==> config.mk <==
export PLATFORM = sky130hd
export DESIGN_NAME = dct_transpose_buffer_flat
export DESIGN_NICKNAME = d
export VERILOG_FILES = /design/src/rtl/dct_transpose_buffer_pkg.sv /design/src/rtl/dct_transpose_buffer_if.sv /design/src/rtl/dct_tp_bank.sv /design/src/rtl/dct_transpose_buffer.sv /design/src/flat_wrapper.sv
export SDC_FILE = /design/constraint.sdc
export NUM_CORES = 2
export LEC_CHECK = 0
export CELL_PAD_IN_SITES_DETAIL_PLACEMENT = 1
export CELL_PAD_IN_SITES_GLOBAL_PLACEMENT = 2
export CORE_MARGIN = 2
export CORE_UTILIZATION = 48
export CTS_CLUSTER_DIAMETER = 40
export DETAILED_ROUTE_END_ITERATION = 8
export PLACE_DENSITY = 0.78
export SETUP_SLACK_MARGIN = 0.05
export SYNTH_ARGS = -nofsm -noshare
export SYNTH_HDL_FRONTEND = slang
export SYNTH_SLANG_ARGS = --single-unit
==> constraint.sdc <==
create_clock -name Clk -period 23.4 [get_ports Clk]
set_input_delay 5.85 -clock Clk [delete_from_list [all_inputs] [get_ports Clk]]
set_output_delay 5.85 -clock Clk [all_outputs]
set_load 0.01 [all_outputs]
==> src/rtl/dct_transpose_buffer_pkg.sv <==
// dct_transpose_buffer_pkg: shared constants and types for the 8x8 DCT transpose buffer.
// Contents: DCT_N (block dimension), DCT_PTR_W (row/column pointer width),
// DCT_DATA_W (sample width), ptr_t (row/column index type).
// Optional feature macro used by the design: DCT_TP_BLKCNT_EN.
package dct_transpose_buffer_pkg;
    localparam int DCT_N      = 8;
    localparam int DCT_PTR_W  = 3;
    localparam int DCT_DATA_W = 16;
    typedef logic [DCT_PTR_W-1:0] ptr_t;
endpackage

==> src/rtl/dct_transpose_buffer_if.sv <==
// dct_transpose_buffer_if: row-in / column-out handshake bundle of the transpose buffer.
// Signals: in_valid/in_ready/in_d[8] (row from the row kernel),
// out_valid/out_ready/out_d[8]/out_last (column to the column kernel).
// Modports: slave (buffer side), master (producer/consumer side).
interface dct_transpose_buffer_if
    import dct_transpose_buffer_pkg::*;
#(
    parameter int DATA_W = DCT_DATA_W
);
    logic                     in_valid;
    logic                     in_ready;
    logic signed [DATA_W-1:0] in_d [DCT_N];
    logic                     out_valid;
    logic                     out_ready;
    logic signed [DATA_W-1:0] out_d [DCT_N];
    logic                     out_last;

    modport slave (
        input  in_valid, in_d, out_ready,
        output in_ready, out_valid, out_d, out_last
    );

    modport master (
        output in_valid, in_d, out_ready,
        input  in_ready, out_valid, out_d, out_last
    );
endinterface

==> src/rtl/dct_tp_bank.sv <==
// dct_tp_bank: one 8x8 sample register array, written a row at a time, read a column at a time.
// Ports: Clk (clock), we (row write enable), wr_row (row index), wr_data[8] (row samples),
// rd_col (column index), rd_data[8] (column samples, rd_data[k] = element of row k).
// Contents are intentionally not reset.
module dct_tp_bank
    import dct_transpose_buffer_pkg::*;
#(
    parameter int DATA_W = DCT_DATA_W
) (
    input  logic                     Clk,
    input  logic                     we,
    input  ptr_t                     wr_row,
    input  logic signed [DATA_W-1:0] wr_data [DCT_N],
    input  ptr_t                     rd_col,
    output logic signed [DATA_W-1:0] rd_data [DCT_N]
);
    logic signed [DATA_W-1:0] mem [DCT_N][DCT_N];

    always_ff @(posedge Clk) begin
        if (we)
            for (int k = 0; k < DCT_N; k++)
                mem[wr_row][k] <= wr_data[k];
    end

    always_comb begin
        for (int k = 0; k < DCT_N; k++)
            rd_data[k] = mem[k][rd_col];
    end
endmodule

==> src/rtl/dct_transpose_buffer.sv <==
// dct_transpose_buffer: ping-pong 8x8 transpose memory between row-pass and column-pass DCT kernels.
// Ports: Clk, Rst (sync, active-high), bus (dct_transpose_buffer_if.slave: rows in, columns out),
// blk_cnt (16-bit count of fully drained blocks, only when DCT_TP_BLKCNT_EN is defined).
// One bank fills while the other drains; full[] flags hand banks between the two sides.
module dct_transpose_buffer
    import dct_transpose_buffer_pkg::*;
#(
    parameter int DATA_W = DCT_DATA_W
) (
    input  logic Clk,
    input  logic Rst,
    dct_transpose_buffer_if.slave bus
`ifdef DCT_TP_BLKCNT_EN
    ,
    output logic [15:0] blk_cnt
`endif
);
    localparam ptr_t LAST = ptr_t'(DCT_N - 1);

    logic [1:0] full, full_next;
    logic       wr_bank, rd_bank;
    ptr_t       wr_row, rd_col;
    logic       accept, xfer, fill_done, drain_done;

    logic signed [DATA_W-1:0] row [DCT_N];
    logic signed [DATA_W-1:0] rd0 [DCT_N];
    logic signed [DATA_W-1:0] rd1 [DCT_N];

    assign bus.in_ready  = ~full[wr_bank];
    assign bus.out_valid = full[rd_bank];
    assign bus.out_last  = bus.out_valid & (rd_col == LAST);
    assign accept        = bus.in_valid & bus.in_ready;
    assign xfer          = bus.out_valid & bus.out_ready;
    assign fill_done     = accept & (wr_row == LAST);
    assign drain_done    = xfer & (rd_col == LAST);

    for (genvar k = 0; k < DCT_N; k++) begin : g_lane
        assign row[k]       = bus.in_d[k];
        assign bus.out_d[k] = bus.out_valid ? (rd_bank ? rd1[k] : rd0[k]) : '0;
    end

    dct_tp_bank #(.DATA_W(DATA_W)) u_bank0 (
        .Clk     (Clk),
        .we      (accept & ~wr_bank),
        .wr_row  (wr_row),
        .wr_data (row),
        .rd_col  (rd_col),
        .rd_data (rd0)
    );

    dct_tp_bank #(.DATA_W(DATA_W)) u_bank1 (
        .Clk     (Clk),
        .we      (accept & wr_bank),
        .wr_row  (wr_row),
        .wr_data (row),
        .rd_col  (rd_col),
        .rd_data (rd1)
    );

    // Fill and drain completion always target different banks (one is empty,
    // the other full), so both updates can be applied independently.
    always_comb begin
        full_next = full;
        if (fill_done)
            full_next[wr_bank] = 1'b1;
        if (drain_done)
            full_next[rd_bank] = 1'b0;
    end

    always_ff @(posedge Clk) begin
        if (Rst) begin
            full    <= '0;
            wr_bank <= 1'b0;
            rd_bank <= 1'b0;
            wr_row  <= '0;
            rd_col  <= '0;
        end else begin
            full <= full_next;
            if (accept)
                wr_row <= wr_row + ptr_t'(1);
            if (fill_done)
                wr_bank <= ~wr_bank;
            if (xfer)
                rd_col <= rd_col + ptr_t'(1);
            if (drain_done)
                rd_bank <= ~rd_bank;
        end
    end

`ifdef DCT_TP_BLKCNT_EN
    always_ff @(posedge Clk) begin
        if (Rst)
            blk_cnt <= '0;
        else if (drain_done)
            blk_cnt <= blk_cnt + 16'd1;
    end
`endif
endmodule

==> src/flat_wrapper.sv <==
// flat-port wrapper written by rule: the top's interface ports become plain ports
module dct_transpose_buffer_flat import dct_transpose_buffer_pkg::*;
#(
    parameter int DATA_W = DCT_DATA_W
)
  (Clk, Rst, bus_in_valid, bus_in_d, bus_out_ready, bus_in_ready, bus_out_valid, bus_out_d, bus_out_last);
  dct_transpose_buffer_if #(.DATA_W(DATA_W)) bus_i ();
  input  logic Clk;
  input  logic Rst;
  input wire logic [$bits(bus_i.in_valid)-1:0] bus_in_valid;
  input wire logic [$bits(bus_i.in_d)-1:0] bus_in_d;
  input wire logic [$bits(bus_i.out_ready)-1:0] bus_out_ready;
  output wire logic [$bits(bus_i.in_ready)-1:0] bus_in_ready;
  output wire logic [$bits(bus_i.out_valid)-1:0] bus_out_valid;
  output wire logic [$bits(bus_i.out_d)-1:0] bus_out_d;
  output wire logic [$bits(bus_i.out_last)-1:0] bus_out_last;
  assign bus_i.in_valid = bus_in_valid;
  assign bus_i.in_d = {>>{bus_in_d}};
  assign bus_i.out_ready = bus_out_ready;
  assign bus_in_ready = bus_i.in_ready;
  assign bus_out_valid = bus_i.out_valid;
  assign bus_out_d = {>>{bus_i.out_d}};
  assign bus_out_last = bus_i.out_last;
  dct_transpose_buffer #(.DATA_W(DATA_W)) u_core (.Clk(Clk), .Rst(Rst), .bus(bus_i));
endmodule
### Word level (Yosys, flattened, before mapping)

Memory sizes are Yosys's and may differ from the RTL's.
Index checks and enable logic that the tools add are counted.

| storage, ports and cells | value |
|---|---|
| memories | 2 |
| register bits after elaboration | 10 |
| latch bits | 0 |
| memory bits (writable) | 2048 |
| memory bits (read-only) | 0 |
| word-level logic and storage cells | 110 |
| bits of input ports | 132 |

| cells by class | value |
|---|---|
| muxes and demuxes | 78 |
| div/mod/pow operators | 0 |
| magnitude comparators | 5 |
| bitwise gates (word level) | 14 |
| eq/ne operators | 2 |
| multiply operators | 0 |
| shift operators | 0 |
| $add $sub $neg | 2 |
| reductions and logical operators | 2 |

Memory list:

| memory | depth | bits a word | rd ports | clocked after memory_dff | wr ports | RTL line | RTL |
|---|---|---|---|---|---|---|---|
| u_core.u_bank0.mem | 8 | 128 | 8 | 0 | 1 | dct_tp_bank.sv:17 | `logic signed [DATA_W-1:0] mem [DCT_N][DCT_N];` |
| u_core.u_bank1.mem | 8 | 128 | 8 | 0 | 1 | dct_tp_bank.sv:17 |  |

Operator list:

| operator | count |
|---|---|
| $bmux W16 S3 | 16 |
| $mux W16 | 48 |
| $mux W1 | 10 |
| $and A1 B1 Y1 | 7 |
| $add A3 B1 Y3 const B | 2 |
| $eq A3 B3 Y1 const B | 2 |
| $ge A4 B4 Y1 const B | 1 |
| $lt A1 B2 Y1 const B | 2 |
| $mux W2 | 2 |
| $not A3 Y4 | 1 |
| $not A1 Y1 | 3 |
| $and A2 B2 Y2 | 1 |
| $demux W1 S1 | 2 |
| $ge A1 B1 Y1 const B | 2 |
| $logic_and A1 B1 Y1 | 2 |
| $not A2 Y2 | 1 |
| $or A2 B2 Y2 | 1 |

### Longest topological paths before layout

| logic depth | value |
|---|---|
| depth in word-level cells | 8 |
| mapped depth | 8 |
| mapped depth without buffers | 5 |

### Modules after synthesis

A second synthesis with hierarchy kept.

| second synthesis, totals | value |
|---|---|
| cell total of the unflattened synthesis | 3325 |
| area total of the unflattened synthesis | 80419.6 um^2 |

By module, submodules not included:

| module | seq. area each (um^2) | cells an instance | area each (um^2) | instances |
|---|---|---|---|---|
| dct_tp_bank | 30749.5 | 1492 | 39001.2 | 2 |
| dct_transpose_buffer | 200.2 | 341 | 2417.3 | 1 |

### Least setup slack after synthesis

Ideal clock, no wire load.

| timing | value |
|---|---|
| path kind | input to register |
| start | input port bus_in_valid |
| end | memory u_core.u_bank1.mem[0][0] (netlist bit) (enable) |
| cell stages on the path | 4 |
| slack | 3.943 ns |
| data required time | 22.471 ns |
| arrival | 18.528 ns |
| buffers on the path | 1 |
| path through | clkbuf_1 nand2_1 or2_2 nor4_1 |

| on the way | value |
|---|---|
| cells in the longest elaborated chain, start to end | 4 |

Ends and longest elaborated chain:

| element | RTL line | RTL |
|---|---|---|
| start, declared | flat_wrapper.sv:10 | `input wire logic [$bits(bus_i.in_valid)-1:0] bus_in_valid;` |
| $and A1 B1 Y1 | dct_transpose_buffer.sv:32 | `assign accept = bus.in_valid & bus.in_ready;` |
| $and A1 B1 Y1 | dct_transpose_buffer.sv:53 | `.we (accept & wr_bank),` |
| $mux W1 | dct_tp_bank.sv:20 | `if (we)` |
| $mux W1 (not written as such) | dct_tp_bank.sv:22 | `mem[wr_row][k] <= wr_data[k];` |
| end, declared | dct_tp_bank.sv:17 |  |

No other way between the ends.

### Worst setup path after layout

| timing | value |
|---|---|
| start | register u_core.rd_col[0] |
| end | output port bus_out_d[51] |

| on the way | value |
|---|---|
| cells in the longest elaborated chain, start to end | 6 |

Ends and longest elaborated chain:

| element | RTL line | RTL |
|---|---|---|
| start, declared | dct_transpose_buffer.sv:22 | `ptr_t wr_row, rd_col;` |
| start signal, assigned | dct_transpose_buffer.sv:84 | `rd_col <= rd_col + ptr_t'(1);` |
| $not A3 Y4 (not written as such) * | dct_tp_bank.sv:27 | `rd_data[k] = mem[k][rd_col];` |
| $bmux W16 S3 | dct_tp_bank.sv:27 |  |
| $mux W16 (not written as such) (2 in a row) | dct_tp_bank.sv:27 |  |
| $mux W16 * (2 in a row) | dct_transpose_buffer.sv:39 | `assign bus.out_d[k] = bus.out_valid ? (rd_bank ? rd1[k] : rd0[k]) : '0;` |
| end, declared | flat_wrapper.sv:15 | `output wire logic [$bits(bus_i.out_d)-1:0] bus_out_d;` |

Every way passes the cells marked *; elsewhere a longest branch is shown, timed or not. The select of a mux whose other input is x is not followed.

==> flow_summary.yaml <==
run_status:
  status: "finished clean"
critical_path:
  path_buf_inv: 5
  required_ns: 17.55
  reg2reg_depth: 4
  worstSetupEndpointType: "output pin"
  crit_path_cell_trace: "buf_4 > buf_4 > buf_4 > buf_4 > mux4_2 > a32oi_1 > o211ai_1 > clkdlybuf4s50_1"
  crit_type: "flip-flop to output pin"
  r2r_slack_ns: 19.36
  arrival_ns: 6.69
  crit_path_max_fanout: 49
  rr_endpoint: "u_core.u_bank0.mem[5][122]"
  reg2reg_from: "u_core.wr_row[0]"
  critical-path-slowest-cell: "buf_4"
  critPathLaunchType: "flip-flop"
  crit_path_frequent_cell: "buf_4"
  crit_family: "buffers and inverters"
  cpPeakStageDelay_ns: 0.88
timing:
  fin_ws_ns: 10.86
  maxClockFrequency_ghz: 0.07973
  hold_viol: 0
  slew_headroom_pct: 18.53
  fin_skew_ns: 0.04374
  finalMaxSlewViolations: 0
  rsz0062_at_grt: "no"
  tns_ns: 0
  tightest_slew_ns: 1.222
  fin_crit_sh_pct: 53.60
  period_needed_ns: 12.54
  finalSetupViolCount: 0
clocking:
  cts_hold_buf: 0
  clkSlewWorstSetupHoldPaths_ns: 0.06
  worstSkewPairLatency_ns: 0.87
  post_cts_buffers: 0
  htreeDepth: 4
  clock-root-buffer: "clkbuf_16"
  cts_buffers: 238
  cts.sinks: 2058
  clk_path_buf_depth: 3
  cts_tree: "done"
  post_cts_resized: 0
synthesis:
  synthCells: 3749
  synth_cell_types: 34
  synth_fa_ha_area_share_pct: 0.06341
  synth_top_family_by_area: "multiplexers"
  synth_compound_area_share_pct: 2.690
  yosys.area_share.simple_pct: 3.136
  syn-mean-instance-area_um2: 21.05
  muxShareOfSynthArea_pct: 14.27
  yosysWarnings: 0
  netlist_area_um2: 78930
  synthesis.nets: 3885
  ys_ff_latch: 2058
  synth_xor_area_share_pct: 0.03329
  seq_area_frac_synth_pct: 78.17
global_routing:
  grt_usage_pct: 25.44
  grt_max_degree: 131
  antenna_found_initial: 35
  gr-total-overflow: 0
  first_global_vias: 42120
  grt_pass1_wl_mm: 306.2
floorplanning:
  die_area_um2: 167700
  core_area_um2: 163000
  row_count: 148
  start_util_pct: 48.43
  die_w_um: 409.5
  die-height_um: 409.5
  io_pins: 263
placement:
  dp_hpwl_mm: 119.1
  dpl.cell_count: 6033
  dp_slack_ns: 11.54
  io_buffer_count: 262
  gp_congestion: 0.7857
final_layout:
  utilization_pct: 56.47
  nFillCells: 13870
  fin_cells: 6488
  synthToLayoutAreaGrowth_pct: 16.59
  final_net_count: 4234
  drive_above_1_share_pct: 19.90
worst_hold_path:
  hp-start: "u_core.wr_bank"
  whs_endpoint: "u_core.full[1]"
  hp-class: "flip-flop to flip-flop"
  hold_depth: 2
detailed_routing:
  dr.pass1.iters: 5
  wl_per_cell_um: 32.83
  vias: 39710
  drt_iter0_drc: 3905
  routed_wl_mm: 213.0
  ant_nets: 0
  drc_errors: 0
  viasPerCell: 6.120
power:
  leakage_nw: 27.36
  cellPowerDensity_nw_per_um2: 87.96
  ir_drop_v: 0.00006064
job:
  cap_violations: 0
cells in the final DEF, fill, tap and decap left out, drive strengths merged, types with 4 or more instances in the layout:
master,count
mux4,385
diode,6
clkbuf,281
edfxtp,2048
bufinv,37
mux2i,259
nor3,8
clkdlybuf4s50,262
o211ai,127
nor2,16
clkinv,77
and2,4
inv,31
nand2,393
nand4,127
dfxtp,10
buf,63
clkinvlp,24
ha,4
a32oi,127
state kept, by name (all words and copies together) (netlist names):
register / count
u_core.u_bank0.mem: 1024
u_core.u_bank1.mem: 1024
u_core.rd_col: 3
u_core.wr_row: 3
u_core.full: 2
u_core.rd_bank: 1
u_core.wr_bank: 1
kinds of logic after synthesis:
logic type	after synthesis
flops	2058
mux	644
simple gates	560
compound gates	263
buf+inv	217
fa+ha+maj	4
xor+xnor	3
area by class of cell:
cell class	count	area, um^2	share of cell area (%)
Sequential cell	2058	61710	67.06
Multi-Input combinational cell	1474	16050	17.44
Clock buffer	281	6202	6.740
Timing Repair Buffer	325	3246	3.527
Tap cell	2175	2721	2.957
Clock inverter	168	2067	2.246
Antenna cell	6	15.01	0.01632
Inverter	1	3.754	0.004079
metal layers:
layer	track usage, %	vias to the layer above	wire [um]
li1	-	16470	-
met1	35.23	21340	88320
met2	40.13	1513	101600
met3	6.186	347	16620
met4	7.980	32	6253
met5	0	-	195
Yosys cell counts:
cell,instances,area (um^2)
edfxtp_1,2048,61500
nand2_1,393,1475
mux4_2,385,8671
mux2i_1,259,2592
a32oi_1,127,1112
nand4_1,127,794.5
o211ai_1,127,953.4
clkbuf_1,83,311.6
buf_2,52,260.3
buf_6,43,484.2
buf_4,23,172.7
buf_1,15,56.30
nor2_1,15,56.30
dfxtp_1,10,200.2
nor3_1,8,40.04
and2_1,4,25.02
ha_1,4,50.05
a31oi_1,3,18.77
nand2b_1,3,18.77
nand3_1,3,15.01
a21oi_1,2,10.01
nor4_1,2,12.51
xor2_1,2,17.52
a311oi_1,1,8.760
a31o_1,1,8.760
and2b_1,1,7.510
and3_1,1,6.260
inv_1,1,3.750
nor2_4,1,11.26
nor2b_1,1,6.260
o21ai_1,1,5.000
o22ai_1,1,6.260
or2_2,1,6.260
xnor2_1,1,8.760
where the power goes:
group	switching [mW]	internal [mW]
clock	1.52	2.32
combinational	0.105	0.0325
sequential	0.0116	4.10
total	1.64	6.46
through the flow:
stage	power [mW]	instance area, um^2	hold WS [ns]
after floorplan	4.229	78930	0.4651
after global placement	4.324	83730	0.5320
after detailed placement	4.331	83730	0.5836
after CTS	8.144	92000	0.5915
after global routing	8.282	92010	0.6337
final	8.093	92020	0.5865
how the worst max path moves through the flow:
stage | cells after the start | from | end | slack [ns]
after global routing | 8 | u_core.rd_col[0] | bus_out_d[51] | 10.33
after CTS | 8 | u_core.rd_col[0] | bus_out_d[51] | 10.58
after floorplan | 4 | bus_in_valid | u_core.u_bank1.mem[0][0] | 3.94
final | 8 | u_core.rd_col[0] | bus_out_d[51] | 10.86
after global placement | 8 | u_core.rd_col[0] | bus_out_d[51] | 11.59
after detailed placement | 8 | u_core.rd_col[0] | bus_out_d[51] | 11.54
worst min-delay path: cells and delay by family (launching register included):
kind,cells,cell delay [ns]
simple gates,1,0.05
compound gates,1,0.14
flops,1,0.35
Note: power is estimated with default switching activity, not from simulation.
